## src/rtl/enemy_shot_pool_pkg.sv

```systemverilog
// rtl/enemy_shot_pool_pkg.sv - shared sizes, overlap limits and FSM encoding for the enemy shot pool
package enemy_shot_pool_pkg;

  localparam int NSLOT       = 5;
  localparam int COORD_W     = 9;
  localparam int PLAYER_HALF = 10;
  localparam int SHOT_HALF_X = 5;
  localparam int SHOT_HALF_Y = 10;
  localparam int HIT_LIM_X   = PLAYER_HALF + SHOT_HALF_X;
  localparam int HIT_LIM_Y   = PLAYER_HALF + SHOT_HALF_Y;

  typedef logic [COORD_W-1:0] coord_t;

  typedef enum logic [1:0] {
    ST_IDLE = 2'd0,
    ST_MOVE = 2'd1,
    ST_FIRE = 2'd2
  } state_t;

  // Sum of two slot/enemy indices (each < NSLOT) reduced mod NSLOT.
  function automatic logic [2:0] wrap_slot(input logic [3:0] v);
    return (v >= 4'(NSLOT)) ? 3'(v - 4'(NSLOT)) : v[2:0];
  endfunction

endpackage

```

## src/rtl/enemy_shot_pool_shot_hit_check.sv

```systemverilog
// rtl/enemy_shot_pool_shot_hit_check.sv - combinational shot/player box overlap test
module shot_hit_check
  import enemy_shot_pool_pkg::*;
(
  input  logic [COORD_W-1:0] i_shot_x,
  input  logic [9:0]         i_shot_ny,
  input  logic [9:0]         i_player_x,
  input  logic [9:0]         i_player_y,
  output logic               o_hit
);

  localparam logic signed [10:0] LIM_X = 11'(HIT_LIM_X);
  localparam logic signed [10:0] LIM_Y = 11'(HIT_LIM_Y);

  logic signed [10:0] w_dx;
  logic signed [10:0] w_dy;
  logic signed [10:0] w_adx;
  logic signed [10:0] w_ady;

  // 11-bit signed holds every difference of a 9/10-bit shot and a 10-bit player coordinate.
  assign w_dx  = $signed({2'b00, i_shot_x}) - $signed({1'b0, i_player_x});
  assign w_dy  = $signed({1'b0, i_shot_ny}) - $signed({1'b0, i_player_y});
  assign w_adx = w_dx[10] ? -w_dx : w_dx;
  assign w_ady = w_dy[10] ? -w_dy : w_dy;
  assign o_hit = (w_adx <= LIM_X) && (w_ady <= LIM_Y);

endmodule

```

## src/rtl/enemy_shot_pool.sv

```systemverilog
// rtl/enemy_shot_pool.sv - five enemy projectile slots: per-frame move/retire sweep and round-robin firing
module enemy_shot_pool
  import enemy_shot_pool_pkg::*;
#(
  parameter int SPEED       = 4,
  parameter int FIRE_PERIOD = 30,
  parameter int BOTTOM      = 470,
  parameter int SPAWN_DY    = 10,
  parameter int ENEMY_PITCH = 40
) (
  input  logic        dclk,
  input  logic        clr,
  input  logic        i_frame_tick,
  input  logic        i_play,
  input  logic [9:0]  i_enemy_x,
  input  logic [9:0]  i_enemy_y,
  input  logic [4:0]  i_collide,
  input  logic [9:0]  i_player_x,
  input  logic [9:0]  i_player_y,
  output logic [45:0] o_shots_x,
  output logic [44:0] o_shots_y,
  output logic        o_player_hit,
  output logic [3:0]  o_hit_count
);

  localparam int              FC_W    = $clog2(FIRE_PERIOD + 1);
  localparam logic [FC_W-1:0] FC_LAST = FC_W'(FIRE_PERIOD - 1);

  state_t          r_state;
  state_t          w_next_state;
  logic [2:0]      r_slot;
  coord_t          r_sx [NSLOT];
  coord_t          r_sy [NSLOT];
  logic [FC_W-1:0] r_fire_cnt;
  logic [2:0]      r_rr_ptr;
  logic            r_player_hit;
  logic [3:0]      r_hit_count;

  logic            w_start;
  logic            w_in_move;
  logic            w_in_fire;
  coord_t          w_cur_x;
  coord_t          w_cur_y;
  logic            w_live;
  logic [9:0]      w_ny;
  logic            w_bottom;
  logic            w_hit_raw;
  logic            w_found;
  logic [2:0]      w_shooter;
  logic            w_free_found;
  logic [2:0]      w_free_idx;
  logic [10:0]     w_sx;
  logic [10:0]     w_sy;
  logic            w_onscreen;
  logic            w_fire_wait;

  always_ff @(posedge dclk or posedge clr) begin
    if (clr) r_state <= ST_IDLE;
    else     r_state <= w_next_state;
  end

  always_comb begin
    w_next_state = r_state;
    case (r_state)
      ST_IDLE: if (i_frame_tick) w_next_state = ST_MOVE;
      ST_MOVE: if (r_slot == 3'(NSLOT - 1)) w_next_state = ST_FIRE;
      ST_FIRE: w_next_state = ST_IDLE;
      default: w_next_state = ST_IDLE;
    endcase
    if (!i_play) w_next_state = ST_IDLE;
  end

  always_comb begin
    w_start   = (r_state == ST_IDLE) && i_frame_tick && i_play;
    w_in_move = (r_state == ST_MOVE);
    w_in_fire = (r_state == ST_FIRE);
  end

  assign w_cur_x  = r_sx[r_slot];
  assign w_cur_y  = r_sy[r_slot];
  assign w_live   = (w_cur_y != '0);
  assign w_ny     = {1'b0, w_cur_y} + 10'(SPEED);
  assign w_bottom = (w_ny >= 10'(BOTTOM));

  shot_hit_check u_hit (
    .i_shot_x   (w_cur_x),
    .i_shot_ny  (w_ny),
    .i_player_x (i_player_x),
    .i_player_y (i_player_y),
    .o_hit      (w_hit_raw)
  );

  // Iterate downward so the alive enemy closest after rr_ptr wins.
  always_comb begin
    w_found   = 1'b0;
    w_shooter = '0;
    for (int k = NSLOT - 1; k >= 0; k--) begin
      if (!i_collide[wrap_slot(4'(r_rr_ptr) + 4'(k))]) begin
        w_found   = 1'b1;
        w_shooter = wrap_slot(4'(r_rr_ptr) + 4'(k));
      end
    end
  end

  always_comb begin
    w_free_found = 1'b0;
    w_free_idx   = '0;
    for (int k = NSLOT - 1; k >= 0; k--) begin
      if (r_sy[k] == '0) begin
        w_free_found = 1'b1;
        w_free_idx   = 3'(k);
      end
    end
  end

  assign w_sx        = {1'b0, i_enemy_x} + 11'(ENEMY_PITCH) * 11'(w_shooter);
  assign w_sy        = {1'b0, i_enemy_y} + 11'(SPAWN_DY);
  assign w_onscreen  = (w_sx <= 11'd511) && (w_sy >= 11'd1) && (w_sy <= 11'd511);
  assign w_fire_wait = (r_fire_cnt < FC_LAST);

  always_ff @(posedge dclk or posedge clr) begin
    if (clr) begin
      for (int k = 0; k < NSLOT; k++) begin
        r_sx[k] <= '0;
        r_sy[k] <= '0;
      end
      r_slot       <= '0;
      r_fire_cnt   <= '0;
      r_rr_ptr     <= '0;
      r_player_hit <= 1'b0;
      r_hit_count  <= '0;
    end else if (!i_play) begin
      for (int k = 0; k < NSLOT; k++) begin
        r_sx[k] <= '0;
        r_sy[k] <= '0;
      end
      r_slot       <= '0;
      r_fire_cnt   <= '0;
      r_player_hit <= 1'b0;
    end else begin
      r_player_hit <= 1'b0;
      if (w_start)
        r_slot <= '0;
      else if (w_in_move)
        r_slot <= (r_slot == 3'(NSLOT - 1)) ? 3'd0 : r_slot + 3'd1;

      if (w_in_move && w_live) begin
        if (w_bottom || w_hit_raw) begin
          r_sx[r_slot] <= '0;
          r_sy[r_slot] <= '0;
        end else begin
          r_sy[r_slot] <= w_ny[COORD_W-1:0];
        end
        if (!w_bottom && w_hit_raw) begin
          r_player_hit <= 1'b1;
          if (r_hit_count != 4'hf) r_hit_count <= r_hit_count + 4'd1;
        end
      end

      // Without a shooter or a free slot the counter stays at its last value and retries next frame.
      if (w_in_fire) begin
        if (w_fire_wait) begin
          r_fire_cnt <= r_fire_cnt + 1'b1;
        end else if (w_found && w_free_found) begin
          if (w_onscreen) begin
            r_sx[w_free_idx] <= w_sx[COORD_W-1:0];
            r_sy[w_free_idx] <= w_sy[COORD_W-1:0];
          end
          r_fire_cnt <= '0;
          r_rr_ptr   <= (w_shooter == 3'(NSLOT - 1)) ? 3'd0 : w_shooter + 3'd1;
        end
      end
    end
  end

  always_comb begin
    o_shots_x = '0;
    o_shots_y = '0;
    for (int k = 0; k < NSLOT; k++) begin
      o_shots_x[k*COORD_W +: COORD_W] = r_sx[k];
      o_shots_y[k*COORD_W +: COORD_W] = r_sy[k];
    end
  end

  assign o_player_hit = r_player_hit;
  assign o_hit_count  = r_hit_count;

endmodule

```

## config.mk

```make
export PLATFORM = sky130hd
export DESIGN_NAME = enemy_shot_pool
export DESIGN_NICKNAME = d
export VERILOG_FILES = /design/src/rtl/enemy_shot_pool_pkg.sv /design/src/rtl/enemy_shot_pool_shot_hit_check.sv /design/src/rtl/enemy_shot_pool.sv
export SDC_FILE = /design/constraint.sdc
export NUM_CORES = 1
export LEC_CHECK = 0
export CAP_MARGIN = 40
export CORE_AREA = 2 2 138 140
export CTS_CLUSTER_SIZE = 40
export DETAILED_ROUTE_END_ITERATION = 7
export DIE_AREA = 0 0 140 142
export HOLD_SLACK_MARGIN = 0.06
export PLACE_DENSITY = 0.74
export SLEW_MARGIN = 20
export SYNTH_ARGS = -nofsm -noshare
export SYNTH_HDL_FRONTEND = slang
export SYNTH_HIERARCHICAL = 1
export SYNTH_SLANG_ARGS = --single-unit
export TNS_END_PERCENT = 20
```

## constraint.sdc

```tcl
create_clock -name dclk -period 10.6 [get_ports dclk]
set_input_delay 2.12 -clock dclk [delete_from_list [all_inputs] [get_ports dclk]]
set_output_delay 2.12 -clock dclk [all_outputs]
set_load 0.1 [all_outputs]
```

Yosys cells after proc, flatten, opt, wreduce, memory -nomap -nowiden. Index checks and enable logic that the tools add are counted.

Flip-flop bits (word level): 108. Latch bits: 0. Memory bits (writable): 0. Bits in read-only memories: 0. Input port bits: 49. Output and inout port bits: 96. Logic and storage cells: 179. Memories kept: 0.

Add/sub/neg operators: 20. $mul: 1. Divide/modulo/power cells: 0. Order comparisons: 21. Equal/unequal tests: 10. Shift-type cells: 0. Mux-type cells: 82. Bitwise gates (word level): 6. Reduce and logical (&&, ||, !) cells: 23.

Operator list (number): $mux W45 (16); $bwmux W45 (3); $and A45 B45 Y45 (2); $mux W3 (20); $bmux W9 S3 (2); $demux W9 S3 (2); $mux W9 (6); $logic_not A9 Y1 (5); $not A45 Y45 (1); $le A11 B9 Y1 const B (2); $mux W11 (2); $neg A11 Y11 (2); $lt A3 B4 Y1 const B (5); $mux W5 (4); $mux W1 (18); $ge A4 B3 Y1 const B (4); $bmux W1 S3 (5); $sub A3 B3 Y3 const B (5); $add A10 B4 Y11 const B (1); $add A10 B9 Y11 (1); $ge A11 B1 Y1 const B (1); $le A11 B5 Y1 const B (1); $le A11 B6 Y1 const B (1); $sub A10 B10 Y11 (1); other kinds (33) (53).

Depth between registers and ports, before layout.
Word-level depth: 20. Gate-level depth with buffers: 28. Gate-level depth less buffers: 24.

By module. The synthesis kept the hierarchy.

By module, submodules not included: enemy_shot_pool (times used 1, cells an instance 884, area an instance 7722.4 um^2, seq. area each 2702.6 um^2); shot_hit_check (times used 1, cells an instance 171, area an instance 1268.7 um^2, seq. area each 0.0 um^2).

Least setup slack after synthesis. OpenSTA, ideal clock, no wires.

Kind: in2reg. Start point: input i_collide[3]. End point: register r_sx, in the netlist o_shots_x[34]. Setup time: 125 ps. Arrival: 6375 ps. Setup slack: 4100 ps. Stages on the path: 19. Cells stage by stage: mux4_2 mux2i_1 a21o_1 nor3_1 a221oi_1 o22ai_1 ha_1 ha_1 ha_1 ha_1 nand2_1 a2bb2oi_1 nor3_1 a211oi_1 or4_1 a21oi_2 nand3_1 o211a_2 a2bb2o_1.

Cells in the longest elaborated chain, start to end: 17. Elaborated cells on any way between the ends: 32. Classes of those cells: add/sub: 1; mul: 1; order compare: 1; mux: 26; reduce/logical: 3.

Ends and longest elaborated chain: start, declared (RTL line enemy_shot_pool.sv:17) `input logic [4:0] i_collide,`; $bmux W1 S3 (RTL line enemy_shot_pool.sv:98) `if (!i_collide[wrap_slot(4'(r_rr_ptr) + 4'(k))]) begin`; $mux W1 (implied by the code) (RTL line enemy_shot_pool.sv:98); $mux W3 (5 in a row) (RTL line enemy_shot_pool.sv:98); $mul A3 B3 Y6 (RTL line enemy_shot_pool.sv:116) `assign w_sx = {1'b0, i_enemy_x} + 11'(ENEMY_PITCH) * 11'(w_shooter);`; $add A10 B9 Y11 (RTL line enemy_shot_pool.sv:116); $le A11 B9 Y1 (RTL line enemy_shot_pool.sv:118) `assign w_onscreen = (w_sx <= 11'd511) && (w_sy >= 11'd1) && (w_sy <= 11'd511);`; $logic_and A1 B1 Y1 (2 in a row) (RTL line enemy_shot_pool.sv:118); $mux W45 (RTL line enemy_shot_pool.sv:165) `if (w_onscreen) begin`; $mux W45 (*) (RTL line enemy_shot_pool.sv:164) `end else if (w_found && w_free_found) begin`; $mux W45 (*) (RTL line enemy_shot_pool.sv:162) `if (w_fire_wait) begin`; $mux W45 (*) (RTL line enemy_shot_pool.sv:161) `if (w_in_fire) begin`; $mux W45 (*) (RTL line enemy_shot_pool.sv:132) `end else if (!i_play) begin`; end signal, assigned by index (RTL line enemy_shot_pool.sv:166) `r_sx[w_free_idx] <= w_sx[COORD_W-1:0];`; end, declared (RTL line enemy_shot_pool.sv:32) `coord_t r_sx [NSLOT];`.

Mark *: on every way between the ends. The rest lies on a longest branch, timed or not. The select of a mux whose other input is x is not followed. A chain may end at the register's enable or synchronous reset.

Worst setup path after layout.
Start point: input i_collide[3]. End point: register r_sx, in the netlist o_shots_x[33].

Same word-level chain as after synthesis.

==> impl_metrics.ini <==
[synth]
ys_ff_latch = 108
syn_area_um2 = 8990
synthMuxAreaShare = 0.0668
synth_common_cells = dfrtp_1, nand2_1, nor2_1
synth_top_area_cell = dfrtp_1
synth.most_common_cell = dfrtp_1
synth-xor-area-share = 0.0320
synthCells = 1055
syn-num-nets = 1156
synth.area.top_cells = dfrtp_1, ha_1, nand2_1
synth_top_family_by_area = compound AO/OA/AOI/OAI gates
synth_flop_cell = dfrtp_1
yosys_warnings = 6
synthAdderAreaFrac = 0.0757
synth_seq_area_share = 0.301
syn_avg_cell_area_um2 = 8.52
ys_types = 96
async_flop_share = 1.00
synth-compound-area-share = 0.265
yosysTopAreaCellShare = 0.301
synth_edf_count = 0
synthSimpleGateAreaFrac = 0.208

[timing]
fin_crit_sh = 0.749
relSlewSlack = 0.359
fmax_ghz = 0.126
hold_viol = 0
tightest_slew_ns = 0.955
layout_min_cycle_time_ns = 7.94
setup_ws_ns = 2.66
rsz0062_at_grt = no
setup_viol = 0
slew_violations = 0
finalClockSkew_ns = 0.0126
tns_ns = 0

[setup_path]
crit_buf_inv = 1
cp-end-kind = flip-flop
worstPathRequired_ns = 10.84
r2r_end = o_shots_x[33]
critPathTopFamily = compound AO/OA/AOI/OAI gates
crit_chain = clkdlybuf4s50_1, mux2i_1, mux4_2, o32a_1, a2111oi_0, nor2_1, ha_1, ha_1, ha_1, ha_1, nand2_1, a2bb2oi_1, nor3_1, a211oi_1, or4_1, a21oi_2, nand3_1, o211a_2, a2bb2o_1
r2r_cells = 23
r2r_start = r_rr_ptr[0]
max_stage_delay_ns = 0.70
critical_path.most_common_cell = ha_1
r2r_slack_ns = 3.12
cp.arrival_ns = 8.17
cp_slowest_cell = nand3_1
crit_type = primary input to flip-flop
setup.worst_path.start_class = primary input
path_max_fanout = 26

[clocking]
ctsResizeCount = 0
cts_hold_buf = 0
cts_tree = built
cts_buffer_depth = 2
clkLatencyLatePin_ns = 0.36
post_cts_buffers = 0
cts-root-buf = clkbuf_16
path_clk_slew_ns = 0.07
cts_buffers = 9
cts_sinks = 108
htreeDepth = 3

[pwr]
p_leak_uw = 0.00523
pwr-share-seq = 0.429
power_frac_comb = 0.222
switchingPower_uw = 308
p_int_uw = 664
ir_drop_mv = 0.0834
power.density_nw_per_um2 = 77.8
power_uw = 972
clockPowerShare = 0.350
swShare = 0.317

[grt]
grt_pass1_vias = 9682
grt_max_degree = 54
grt_antenna_before_repair = 0
grt_util_all_layers = 0.338
grt_overflow = 0
grt_pass1_wl_um = 52200

[cells_and_area]
fin_util = 0.677
area_growth_pct = 39.0
fin_area_um2 = 12500
diodes = 0
drive_gt1_frac = 0.145
nets = 1371

[detailed_routing]
vias_per_cell = 6.55
dr_wl_met2_um = 15900
wl_met1_um = 12400
post_drt_wl_per_cell_um = 22.5
drc_errors = 10
wl_um = 34000
routed.top_layer = met4
drtIter0Drc = 1209
met3_wirelength_um = 3520
firstDrtPassIters = 8
vias = 9883
antenna_left = 0

[place]
placed_cell_area_um2 = 12200
globalplace.congestion = 0.974
io_buffers = 143
dp.final_hpwl_um = 26100
dp_slack_ns = 2.38

[die]
die_h_um = 142
start_util = 0.487
rows = 50
die_w_um = 140
core_um2 = 18500
die_area_um2 = 19900
num_io_pins = 145

[min_path]
min-delay-start = o_shots_x[24]
hold_path_end = o_shots_x[24]
worstHoldPathType = flip-flop to flip-flop
min_path_cells = 1

[status]
status = finished, violations left
violations = design-rule violations

[job]
cap_violations = 0
[layout make-up]
class,count,area [um2]
clock buffers,10,239
clock inverters,6,57.6
fillers,1409,5960
inverters,58,220
multi-input cells,837,5830
flip-flops and latches,108,2700
well taps,234,293
repair buffers,256,3160
[power groups by stage]
stage               Clock, uW  Sequential [uW]  Combinational [uW]
finish                    340              417                 215
global route              357              417                 232
CTS                       340              417                 211
detailed placement          0              425                 209
global placement            0              425                 199
floorplan                   0              431                 127
[routing by layer]
| layer | up-vias | track usage |
|---|---|---|
| met2 | 656 | 0.559 |
| li1 | 4375 | - |
| met4 | 0 | 0.197 |
| met5 | - | 0 |
| met1 | 4666 | 0.408 |
| met3 | 186 | 0.0760 |
[stage by stage]
step	hold slack, ns	std cells
after floorplan	0.480	1055
after global placement	0.494	1391
after detailed placement	0.501	1491
after CTS	0.521	1507
after global routing	0.538	1509
final	0.525	1509
[registers in the layout, summed over array words and instances, names as in the netlist]
register      cells
o_player_hit      1
o_shots_x        45
r_slot            3
r_fire_cnt        5
o_shots_y        45
r_state           2
r_rr_ptr          3
o_hit_count       4
[kinds of logic after synthesis]
kind of cell               count (synthesis)
buffers and inverters                    110
muxes                                     49
and+or+nand+nor                          365
other                                      1
xor gates and xnor gates                  32
AOI/OAI and AO/OA                        338
DFF                                      108
adders and majority gates                 52
[cell usage in the layout (no fill, tap or decap), types with 19 or more instances in the layout]
master / n
inv_1: 53
o21ai_0: 64
nor2b_1: 19
nand2_1: 96
dfrtp_1: 108
xnor2_1: 22
nor3_1: 31
mux2i_1: 33
clkdlybuf4s50_1: 142
nor2_1: 72
buf_8: 84
a21oi_1: 68
nand3_1: 37
ha_1: 48
[worst max path at each step]
| stage | startpoint | cells past startpoint | to |
|---|---|---|---|
| floorplan | i_collide[3] | 19 | o_shots_x[34] |
| CTS | i_collide[3] | 19 | o_shots_x[33] |
| global route | i_collide[3] | 19 | o_shots_x[33] |
| detailed placement | i_collide[3] | 19 | o_shots_x[33] |
| finish | i_collide[3] | 19 | o_shots_x[33] |
| global placement | i_collide[1] | 19 | o_shots_x[32] |
No activity file was read; power rests on OpenSTA's default activity.
==> patch 1: new RTL, same flow settings <==
Re-encode `state_t` (3 states) as one-hot, 3 bits wide.
--- a/src/rtl/enemy_shot_pool_pkg.sv
+++ b/src/rtl/enemy_shot_pool_pkg.sv
@@ -12,8 +12,8 @@
   typedef logic [COORD_W-1:0] coord_t;
 
-  typedef enum logic [1:0] {
-    ST_IDLE = 2'd0,
-    ST_MOVE = 2'd1,
-    ST_FIRE = 2'd2
+  typedef enum logic [2:0] {
+    ST_IDLE = 3'b001,
+    ST_MOVE = 3'b010,
+    ST_FIRE = 3'b100
   } state_t;
 
Function: same outputs for any inputs over 4 cycles, from zero or initial values; so few cycles prove little.
==> patch 1 against the original RTL <==
The run still ends with design-rule violations left; area after synthesis is 2.4% higher; total power shrank 6.8%; sequential power is essentially flat; cell area up 1.1%; worst hold slack improved by 10 ps; die area unchanged; via count is 2.0% higher; core utilization is 0.77 points higher; wire length is 2.0% higher; sequential cell count grew 1; cell count up 1.2%; worst setup slack improved by 700 ps; largest cell class unchanged; highest routed layer unchanged.
==> patch 1: results (changes against the original RTL) <==
Outcome
  – Outcome: finished with violations
  – Violated checks: design-rule violations

Power and ir drop
  – Leak: 5.290 nW (+1.2%)
  – PwrDens: 71.69 nW/um^2 (-7.9%)
  – Sw Pwr: 267.6 uW (-13%)
  – Comb. pwr: 134 uW (-38%)
  – Seq pwr share: 46.0% (+3.1 points)

Route
  – DRT iter0 DRCs: 1331 (+10%)
  – Met2 WL: 16300 um (+2.3%)
  – Remaining DRCs: 9 (-1)
  – Wl on met1: 12690 um (+2.0%)
  – Vias: 10080 (+2.0%)
  – Vias/cell: 6.601 (+0.79%)
  – Met3 routed WL: 3403 um (-3.3%)
  – Final WL: 34630 um (+2.0%)

Finish
  – Fraction of layout cells with a size suffix above 1: 15.00% (+0.49 points)

Synthesis
  – Most instantiated cells after synthesis: nand2_1 (110), dfrtp_1 (108), a21oi_1 (79)
  – Synth cell types: 106 (+10%)
  – Sequential share of the synthesized area: 29.63% (-0.43 points)
  – Syn_nets: 1181 (+2.2%)
  – Synth top area cells: dfrtp_1 (29%), ha_1 (6.7%), nand2_1 (4.5%), mux2i_1 (4.3%), a21oi_1 (4.3%)

Place
  – Place WS: 3037 ps (+656.0 ps)
  – Placed Area: 12300 um^2 (+0.92%)
  – Routability Congestion: 0.9637 (-1.0%)

Critical path
  – Slowest-stage cell, CP: clkdlybuf4s50_1
  – Max stage delay on crit path: 560 ps (-140 ps)
  – CP Max Fanout: 18 (-31%)

GRT
  – First-pass GRT wire length: 53330 um (+2.1%)
  – Vias in the first global route: 9696 (+0.14%)
  – Largest net degree at the start of global routing: 51 (-5.6%)
  – Total track usage: 34.24% (+0.46 points)

STA
  – Worst Max-Slew Pin Slew: 872.7 ps (-82.62 ps)
  – Final Skew: 11.75 ps (-0.8705 ps)

CTS
  – Worst-path clk slew: 90 ps (+20 ps)
## patch 1: cell types whose count changed in the layout (fill, tap and decap cells not counted), sizes merged, moves of 7 or more
cell and change:
nand4 +19, nand3 +16, nand2 +15, a21oi +12, o21ai -9, a2bb2oi -8, a221oi -7, a22oi -7
mux2i +7
## patch 1: final cells by class
cell class / count / area, um^2
Inverter: 49 / 186.4
Clock buffer: 9 / 225.2
Fill cell: 1364 / 5816
Clock inverter: 7 / 83.83
Tap cell: 234 / 292.8
Multi-Input combinational cell: 866 / 6007
Sequential cell: 109 / 2730
Timing Repair Buffer: 253 / 3114
## patch 1: cell families after synthesis
group | count (synthesis) | share of synthesized area (%)
buffers and inverters | 104 | 5.136
flip-flops | 109 | 29.63
adder cells (fa/ha/maj) | 53 | 7.527
AND/OR/NAND/NOR | 412 | 23.63
AO/OA/AOI/OAI | 310 | 23.53
multiplexers | 54 | 6.916
other | 1 | 0.04072
XOR/XNOR | 36 | 3.587
## patch 1: worst paths after layout
kind	startpoint	endpoint	cells after the start	slack, ps
max	i_collide[1]	o_shots_x[10]	21	3360
min	r_fire_cnt[4]	r_fire_cnt[4]	1	540
max reg2reg	r_slot[1]	o_shots_x[34]	21	3840
min reg2reg	r_fire_cnt[4]	r_fire_cnt[4]	1	540
max in group asynchronous	clr	r_state[0]	4	7310
min in group asynchronous	clr	o_shots_y[29]	2	2180
## patch 1: layer usage
metal / vias up / GRT usage (%)
met5: - / 0
met4: 0 / 19.19
met3: 208 / 7.806
met2: 703 / 56.44
met1: 4744 / 41.75
li1: 4425 / -
## patch 1: worst max-delay path: cells and delay by family
kind / cells / cell delay, ps
compound gates: 8 / 1760
mux: 1 / 270
simple gates: 7 / 1790
fa+ha+maj: 4 / 1010
buf+inv: 1 / 560
==> patch 2: new RTL, same settings <==
Made on the original files. Change the parameter `FIRE_PERIOD` from 30 to 15.
--- a/src/rtl/enemy_shot_pool.sv
+++ b/src/rtl/enemy_shot_pool.sv
@@ -4,5 +4,5 @@
 #(
   parameter int SPEED       = 4,
-  parameter int FIRE_PERIOD = 30,
+  parameter int FIRE_PERIOD = 15,
   parameter int BOTTOM      = 470,
   parameter int SPAWN_DY    = 10,
Behaviour: same outputs for any inputs over 4 cycles, from zero or initial values; that may be too few to reach the edited logic, so the function may still have changed.
==> patch 2 against the original RTL <==
The flow still finishes with violations (design-rule violations); cell area about the same; critical path depth down 1; count of clock-buffer cells in the layout up 1; sequential cell count fell by 1; clock skew shrank 4.7 ps; worst setup slack better by 340 ps; total power is 2.4% higher; wire length decreased by 4.5%; area after synthesis rose by 1.5%.
==> patch 2: results (changes against the original RTL) <==
Power and ir drop
  – PwrDens: 79.57 nW/um^2 (+2.3%)
  – Worst VDD drop: 0.09062 mV (+8.7%)
  – Leak: 5.172 nW (-1.1%)
  – Comb. pwr: 251 uW (+17%)
  – Sw Ratio: 32.76% (+1.1 points)
  – Flip-flop and latch power: 415 uW

Synthesis
  – Most instantiated cells after synthesis: dfrtp_1 (107), nor2_1 (102), nand2_1 (88)
  – XOR/XNOR Fraction of Synth Area: 2.865% (-0.34 points)
  – Post-synthesis compound-gate area fraction: 26.61% (+0.14 points)
  – Synth cell types: 101 (+5.2%)
  – Syn_nets: 1175 (+1.6%)
  – Post-Synth Adder-Cell Area: 7.458% (-0.11 points)
  – Sequential share of the synthesized area: 29.34% (-0.72 points)
  – Post-synthesis mux area share: 7.307% (+0.63 points)
  – Synth top area cells: dfrtp_1 (29%), ha_1 (6.6%), mux2i_1 (6.0%), nor2_1 (4.2%), nand2_1 (3.6%)
  – Synth Instances: 1074 (+1.8%)

STA
  – Headroom to the max-slew limit: 40.12% (+4.3 points)
  – Final Skew: 7.877 ps (-4.743 ps)

GRT
  – Total track usage: 32.78% (-1.0 points)
  – Vias in the first global route: 9217 (-4.8%)
  – Largest net degree at the start of global routing: 43 (-20%)
  – First-pass GRT wire length: 51460 um (-1.5%)

Place
  – Placed Area: 12210 um^2 (+0.14%)
  – Place WS: 2705 ps (+323.6 ps)
  – Routability Congestion: 1.006 (+3.3%)
  – Hpwl dp: 25230 um (-3.3%)

Critical path
  – Critical path arrival: 7800 ps (-370 ps)
  – Max stage delay on crit path: 640 ps (-60 ps)
  – Slowest-stage cell, CP: o21ai_0
  – CP Max Fanout: 14 (-46%)

Finish
  – Fill cells: 1458 (+3.5%)
  – Fraction of layout cells with a size suffix above 1: 13.62% (-0.89 points)
  – NumNets Final: 1388 (+1.2%)
  – Final Non-Filler Cells: 1526 (+1.1%)

Route
  – Remaining DRCs: 12 (+2)
  – Routed wire length per instance: 21.26 um (-5.5%)
  – DRT iter0 DRCs: 1048 (-13%)
  – Vias: 9712 (-1.7%)

CTS
  – Post-cts resize count: 0 (unchanged)

Outcome
  – Outcome: finished with violations
  – Violated checks: design-rule violations

Min path
  – Worst Hold Class: reg -> reg
## patch 2: changes by cell type after synthesis, moves of 8 or more
cell       delta
nor3_1       -10
a22oi_1      +16
buf_4         +9
nand2b_1      +8
o2bb2ai_1    -10
a211oi_1      -9
nand2_1       -8
nand3_1      -12
and2_1       +11
a221oi_1      -8
mux2i_1      +22
nor2_1       +30
## patch 2: final timing paths
kind / start / end / slack [ps] / cells after the start
worst max-delay path: i_collide[1] / o_shots_y[32] / 3010 / 18
worst max register to register: r_rr_ptr[1] / o_shots_y[32] / 3670 / 20
worst min-delay path: r_fire_cnt[0] / r_fire_cnt[0] / 550 / 1
max in group asynchronous: clr / r_slot[1] / 7610 / 3
min in group asynchronous: clr / o_shots_x[0] / 2090 / 2
worst min register to register: r_fire_cnt[0] / r_fire_cnt[0] / 550 / 1
## patch 2: cell families (layout without fill, tap and decap cells)
kind of cell | after synthesis | after routing
AND/OR/NAND/NOR | 378 | 378
AO/OA/AOI/OAI | 333 | 333
buffers and inverters | 111 | 329
flip-flops | 107 | 107
multiplexers | 63 | 63
adder cells (fa/ha/maj) | 52 | 52
XOR/XNOR | 29 | 29
other | 1 | 1
## patch 2: cell type report
| cell class | instances | area (um^2) | area share [%] |
|---|---|---|---|
| clock inverter | 5 | 37.54 | 0.3001 |
| tap | 234 | 292.8 | 2.341 |
| sequential | 107 | 2679 | 21.42 |
| inverter | 58 | 220.2 | 1.761 |
| timing repair buffer | 255 | 3088 | 24.69 |
| clock buffer | 11 | 242.7 | 1.941 |
| multi-input combinational | 856 | 5948 | 47.55 |
## patch 2: metal layers
metal | track usage (%) | share of wire [%]
met2 | 52.94 | 47
met3 | 5.922 | 8.9
met1 | 44.46 | 41
met4 | 11.86 | 3.5
met5 | 0 | 0
